File: config.mk
export PLATFORM = sky130hd
export DESIGN_NAME = uart_tx
export DESIGN_NICKNAME = d
export VERILOG_FILES = /design/src/rtl/uart_tx.sv
export SDC_FILE = /design/constraint.sdc
export NUM_CORES = 1
export LEC_CHECK = 0
export BUFFER_PORTS_ARGS = -buffer_cell sky130_fd_sc_hd__buf_2
export CAP_MARGIN = 0
export CELL_PAD_IN_SITES_DETAIL_PLACEMENT = 1
export CELL_PAD_IN_SITES_GLOBAL_PLACEMENT = 1
export CORE_AREA = 2 2 49 51
export DETAILED_ROUTE_END_ITERATION = 7
export DIE_AREA = 0 0 51 53
export PLACE_DENSITY = 0.77
export SLEW_MARGIN = 20
export SYNTH_ARGS = -nofsm -noshare
export SYNTH_HDL_FRONTEND = slang
export SYNTH_SLANG_ARGS = --single-unit
File: constraint.sdc
create_clock -name clk -period 4.7 [get_ports clk]
set_clock_uncertainty 0.2 [all_clocks]
set_input_delay 0.47 -clock clk [delete_from_list [all_inputs] [get_ports clk]]
set_output_delay 0.47 -clock clk [all_outputs]
set_load 0.01 [all_outputs]
File: src/rtl/uart_tx.sv
// UART transmitter: start bit, DATA_BITS data bits LSB first, optional parity (UART_TX_PARITY_EN), STOP_BITS stop bits.
// Latency: start bit begins on the first baud tick after acceptance; every bit lasts one baud_clk period.
// Backpressure: tx_ready is high only while idle; tx_valid/tx_data are ignored while busy.
module uart_tx #(
    parameter int DATA_BITS = 8,
    parameter int STOP_BITS = 1
`ifdef UART_TX_PARITY_EN
    ,
    parameter bit PARITY_ODD = 1'b0
`endif
) (
    input  logic       clk,
    input  logic       rst_n,
    input  logic       baud_clk,
    input  logic [7:0] tx_data,
    input  logic       tx_valid,
    output logic       tx_ready,
    output logic       tx,
    output logic       busy,
    output logic       tx_done
);

    typedef enum logic [2:0] {
        S_IDLE,
        S_WAIT,
        S_START,
        S_DATA,
`ifdef UART_TX_PARITY_EN
        S_PARITY,
`endif
        S_STOP
    } state_t;

    localparam logic [7:0] DATA_MASK = 8'hFF >> (8 - DATA_BITS);
    localparam logic [2:0] LAST_BIT  = 3'(DATA_BITS - 1);
    localparam logic       LAST_STOP = 1'(STOP_BITS - 1);

    state_t     state;
    logic       baud_d;
    logic       tick;
    logic [7:0] shreg;
    logic [2:0] bit_cnt;
    logic       stop_cnt;
`ifdef UART_TX_PARITY_EN
    logic       parity_bit;
`endif

    assign tick = baud_clk & ~baud_d;
    assign busy = ~tx_ready;

    always_ff @(posedge clk or negedge rst_n) begin
        if (!rst_n) begin
            state      <= S_IDLE;
            baud_d     <= 1'b0;
            shreg      <= '0;
            bit_cnt    <= '0;
            stop_cnt   <= 1'b0;
            tx         <= 1'b1;
            tx_ready   <= 1'b1;
            tx_done    <= 1'b0;
`ifdef UART_TX_PARITY_EN
            parity_bit <= 1'b0;
`endif
        end else begin
            baud_d  <= baud_clk;
            tx_done <= 1'b0;
            case (state)
                S_IDLE: begin
                    // ready rises one cycle after the tx_done pulse
                    if (!tx_ready) begin
                        tx_ready <= 1'b1;
                    end else if (tx_valid) begin
                        shreg      <= tx_data & DATA_MASK;
`ifdef UART_TX_PARITY_EN
                        parity_bit <= (^(tx_data & DATA_MASK)) ^ PARITY_ODD;
`endif
                        tx_ready   <= 1'b0;
                        state      <= S_WAIT;
                    end
                end
                S_WAIT: begin
                    if (tick) begin
                        tx    <= 1'b0;
                        state <= S_START;
                    end
                end
                S_START: begin
                    if (tick) begin
                        tx      <= shreg[0];
                        shreg   <= shreg >> 1;
                        bit_cnt <= '0;
                        state   <= S_DATA;
                    end
                end
                S_DATA: begin
                    if (tick) begin
                        if (bit_cnt == LAST_BIT) begin
`ifdef UART_TX_PARITY_EN
                            tx       <= parity_bit;
                            state    <= S_PARITY;
`else
                            tx       <= 1'b1;
                            stop_cnt <= 1'b0;
                            state    <= S_STOP;
`endif
                        end else begin
                            tx      <= shreg[0];
                            shreg   <= shreg >> 1;
                            bit_cnt <= bit_cnt + 3'd1;
                        end
                    end
                end
`ifdef UART_TX_PARITY_EN
                S_PARITY: begin
                    if (tick) begin
                        tx       <= 1'b1;
                        stop_cnt <= 1'b0;
                        state    <= S_STOP;
                    end
                end
`endif
                S_STOP: begin
                    if (tick) begin
                        if (stop_cnt == LAST_STOP) begin
                            tx_done <= 1'b1;
                            state   <= S_IDLE;
                        end else begin
                            stop_cnt <= stop_cnt + 1'b1;
                        end
                    end
                end
                default: state <= S_IDLE;
            endcase
        end
    end

endmodule

# Word-level counts from Yosys, hierarchy flattened
# Index checks and enable logic that the tools add are counted.
[word_totals]
regBits = 19
inputBits = 12
out_inout_bits = 4
word_cells = 71
[classes]
add_sub_neg = 2
mux = 34
n_reduce_logical = 10
n_eq_ne = 14
bitwise_logic = 3
[ops]
columns = ["cell", "count"]
rows = [
  ["two-way mux 8 bit", 5],
  ["two-way mux 3 bit", 11],
  ["one-hot mux 8 bit (3 select lines)", 1],
  ["!= test 2 bit (second input constant)", 9],
  ["one-hot mux 3 bit (5 select lines)", 1],
  ["two-way mux 1 bit", 13],
  ["AND reduction 4 bit", 3],
  ["AND reduction 8 bit", 1],
  ["== test 3 x 2 -> 1 bit (second input constant)", 2],
  ["== test 3 bit (second input constant)", 2],
  ["one-hot mux 3 bit (2 select lines)", 1],
  ["AND reduction 6 bit", 1],
  ["nonzero test 3 bit", 2],
  ["nonzero test 2 bit", 2],
  ["adder 3 x 1 -> 3 bit (second input constant)", 1],
  ["== test 3 x 1 -> 1 bit (second input constant)", 1],
  ["zero test 3 bit", 1],
  ["one-hot mux 1 bit (3 select lines)", 1],
  ["inverter 1 bit", 2],
  ["one-hot mux 1 bit (2 select lines)", 1],
  ["adder 1 bit (second input constant)", 1],
  ["bitwise AND 1 bit", 1],
]

# Logic depth before layout (Yosys ltp)
[depth]
word_depth = 4
ltp_mapped = 5
ltp_nobuf = 5

# Least setup slack after synthesis
# OpenSTA, ideal clock, no wires.
[synth_path]
path_kind = "reg-to-reg"
start = "reg bit_cnt[0]"
end = "reg shreg[0]"
period_less_slack_ns = 2.090
setup_time_ns = 0.125
required_ns = 4.375
t_arrival_ns = 1.766
setup_slack_ns = 2.610
stages_incl_launch_ff = 6
path_buffers = 0
path_cell_list = "dfrtp_1 -> ha_1 -> ha_1 -> and3_4 -> a211oi_4 -> mux2_2"
[synth_between]
elab_chain_len = 3
[synth_lines]
columns = ["element", "line_no", "rtl"]
rows = [
  ["from (decl)", "42", "logic [2:0] bit_cnt;"],
  ["from (signal assigned)", "109", "bit_cnt <= bit_cnt + 3'd1;"],
  ["== test 3 bit", "97", "if (bit_cnt == LAST_BIT) begin"],
  ["!= test 2 bit (no line)", "--", ""],
  ["AND reduction 6 bit (no line)", "--", ""],
  ["to (signal assigned)", "73", "shreg <= tx_data & DATA_MASK;"],
  ["to (signal assigned)", "90", "shreg <= shreg >> 1;"],
  ["to (signal assigned)", "108", "shreg <= shreg >> 1;"],
  ["to (decl)", "41", "logic [7:0] shreg;"],
]
# Every way passes these cells.
# A chain may end at the register's enable or synchronous reset.

# Worst setup path after layout
[layout_path]
start = "reg bit_cnt[0]"
end = "reg shreg[6]"
# Same word-level chain as after synthesis.

==> impl_results.md <==
- Status: finished, final reports clean
- Hold Path Depth: 1
- Die Ht: 53 microns
- CP Launch Type: flop
- Worst skew pair latency: 0.29 ns
- Die area: 0.00270 sq mm
- Quantity of gates resized following cts: 0
- CTS Buffer Depth: 2
- PwrDens: 484 mW/mm^2
- Number of diodes: 0
- # fillers: 242
- Clock Root Buffer: clkbuf_4
- Setup_tns: 0 ns
- Crit path capture type: flop
- Overall Power: 513 uW
- Drt first-iter violations: 5
- DP Cell Count: 122
- Hold Fails Final Rpt: 0
- Worst min-delay path startpoint: baud_clk
- Pre-CTS setup slack: 2.44 ns
- Max incr delay on CP: 0.43 ns
- Hold Path Sink: baud_d
- Critical Path RT: 4.68 ns
- Commonest non-fill, non-tap cells in the layout: 16 x dfrtp_1, 15 x buf_2, 14 x mux2_2
- Worst vdd ir: 198 uV
- Final #Nets: 114
- Syn Nets: 97
- Kind of critical path: flop to flop
- Reg-to-reg endpoint: shreg[6]
- Cells after Synth: 83
- CTS clk-pin slew, worst paths: 0.09 ns
- Final HPWL DP: 1290 microns
- Post-layout min period: 2.25 ns
- Worst-path fanout max: 9
- Non-filler instance count after layout: 126
- # rows: 17
- Total number of vias: 661
- RSZ-0062 raised after global routing: no
- # DRC: 0
- Max-cap violation count: 0
- DR vias/cell: 5.25
- Slew headroom: 69.7%
- R2R depth: 5
- Crit path max-delay family: adder cells
- Post-synth ARST share: 100%
- Crit share post-route: 48.0%
- Share of the yosys chip area belonging to registers: 48.3%
- Routability congestion estimate: 0.707
- Worst-Margin Slew: 0.453 ns
- CTS tree: yes
- Fmax: 444 MHz
- Avg Cell Area, Syn: 11.3 sq um
- CP most frequent cell: ha_1
- Count of pins over their slew limit: 0
- Crit path buf inv count: 0
- YS warnings: 0
- Global Route Usage Sum: 15.5%
- Worst hold-check path type: input pin to flop
- Number of enable flip-flop cells after synthesis: 0
- Core Box Area: 0.00215 sq mm
- Leakage: 0.501 nW
- Clock Sinks: 18
- Largest net degree at the start of global routing: 19
- Final setup viols: 0
- Share of post-route cells with drive strength above 1: 36.7%
- FF+latch count, synth: 18
- Die W: 51 microns
- Number of global-route vias before repair: 705
- DR pass1 iterations: 4
- Final WL: 1700 microns
- Cell Area, Synth: 938 sq um
- Final WS setup: 2.45 ns
- First-pass GRT wire length: 3030 microns
- TritonCTS Buffers: 3
- Most common cell after layout, fill and taps aside: dfrtp_1
- Fin Hold WS: 0.140 ns
- Critical Path AT: 2.23 ns
- GRT overflow: 0
- Reg2reg setup slack: 2.45 ns
- Reg-to-reg startpoint: bit_cnt[0]
- Routed len/inst: 13.5 microns
- Crit-path slowest cell: a211oi_4
- Top-level I/O count: 16
- Starting density of the core: 43.7%
- Worst-path cell chain: ha_1 > ha_1 > and3_4 > a211oi_4 > mux2_2
- Post-synth top flop: dfrtp_1
- Synth-to-Final Area Change: 12.9%
- Antenna violations before repair: 0
- Number of routed nets with antenna violations: 0
- Number of I/O port buffers: 15
- H-tree levels: 1
- Yosys cell types: 30
-- registers in the layout, indices dropped and copies added, names as in the netlist --
register	flops
shreg	8
tx	1
baud_d	1
bit_cnt	3
state	3
tx_done	1
tx_ready	1
-- synth_stat cells (2+ instances only) --
cell       instances  share of area [%]
nand2b_1           4                2.7
o21ai_0            4                2.1
a21oi_1            3                1.6
inv_1              5                2.0
dfrtp_1           16                 43
nor2_1             2               0.80
nand2_1            5                2.0
nand4bb_1          2                2.4
nand3_1            3                1.6
buf_2              2                1.1
nor3_1             2                1.1
ha_1               2                2.7
dfstp_2            2                5.6
mux2_2            14                 17
o41ai_1            2                1.9
-- area by class of cell --
class                   instances  area (sq um)  share of cell area, %
flip-flops and latches         18           453                   42.7
well taps                      28          35.0                   3.31
inverters                       5          18.8                   1.77
repair buffers                 16          85.1                   8.03
multi-input cells              56           445                   42.0
clock buffers                   3          22.5                   2.13
-- worst register-to-register path: cells and delay by family, from the launching register on --
kind | cells | cell delay [ns]
flip-flops | 1 | 0.42
adder cells (fa/ha/maj) | 2 | 0.48
AND/OR/NAND/NOR | 1 | 0.23
multiplexers | 1 | 0.39
AO/OA/AOI/OAI | 1 | 0.43
-- worst max path at each step --
stage,startpoint,to,slack (ns),cells past startpoint
finish,bit_cnt[0],shreg[6],2.45,5
global route,bit_cnt[0],shreg[1],2.29,5
CTS,bit_cnt[0],shreg[6],2.42,5
detailed placement,bit_cnt[0],shreg[6],2.44,5
global placement,bit_cnt[0],shreg[5],2.50,5
floorplan,bit_cnt[0],shreg[0],2.61,5
-- timing repair --
action,4_1_cts,5_1_grt
hold buffers,1,0
endpoints found under the hold margin,16,0
setup buffers,0,0
-- layer usage --
layer	global-route usage [%]	up-vias	routed length, microns
met5	0	-	0
met3	1.69	4	39
met2	28.8	8	842
met1	17.3	322	787
met4	8.11	0	30
li1	-	327	-
-- logic make-up after synthesis --
logic type / Yosys count / share of synthesized area (%)
buf+inv: 9 / 4.27
fa+ha+maj: 2 / 2.67
simple gates: 25 / 16.0
mux: 15 / 17.9
compound gates: 14 / 10.9
flops: 18 / 48.3
-- where the power goes --
group	switching, mW	internal [mW]
clock	0.0450	0.0298
combinational	0.0762	0.102
sequential	0.0462	0.214
total	0.168	0.345
-- metrics by stage --
stage	utilization, %	instance area [sq um]
floorplan	-	938
global placement	47.8	1030
detailed placement	47.8	1030
CTS	49.3	1060
global route	49.3	1060
finish	49.3	1060
Power figures use the tool's default switching activity.
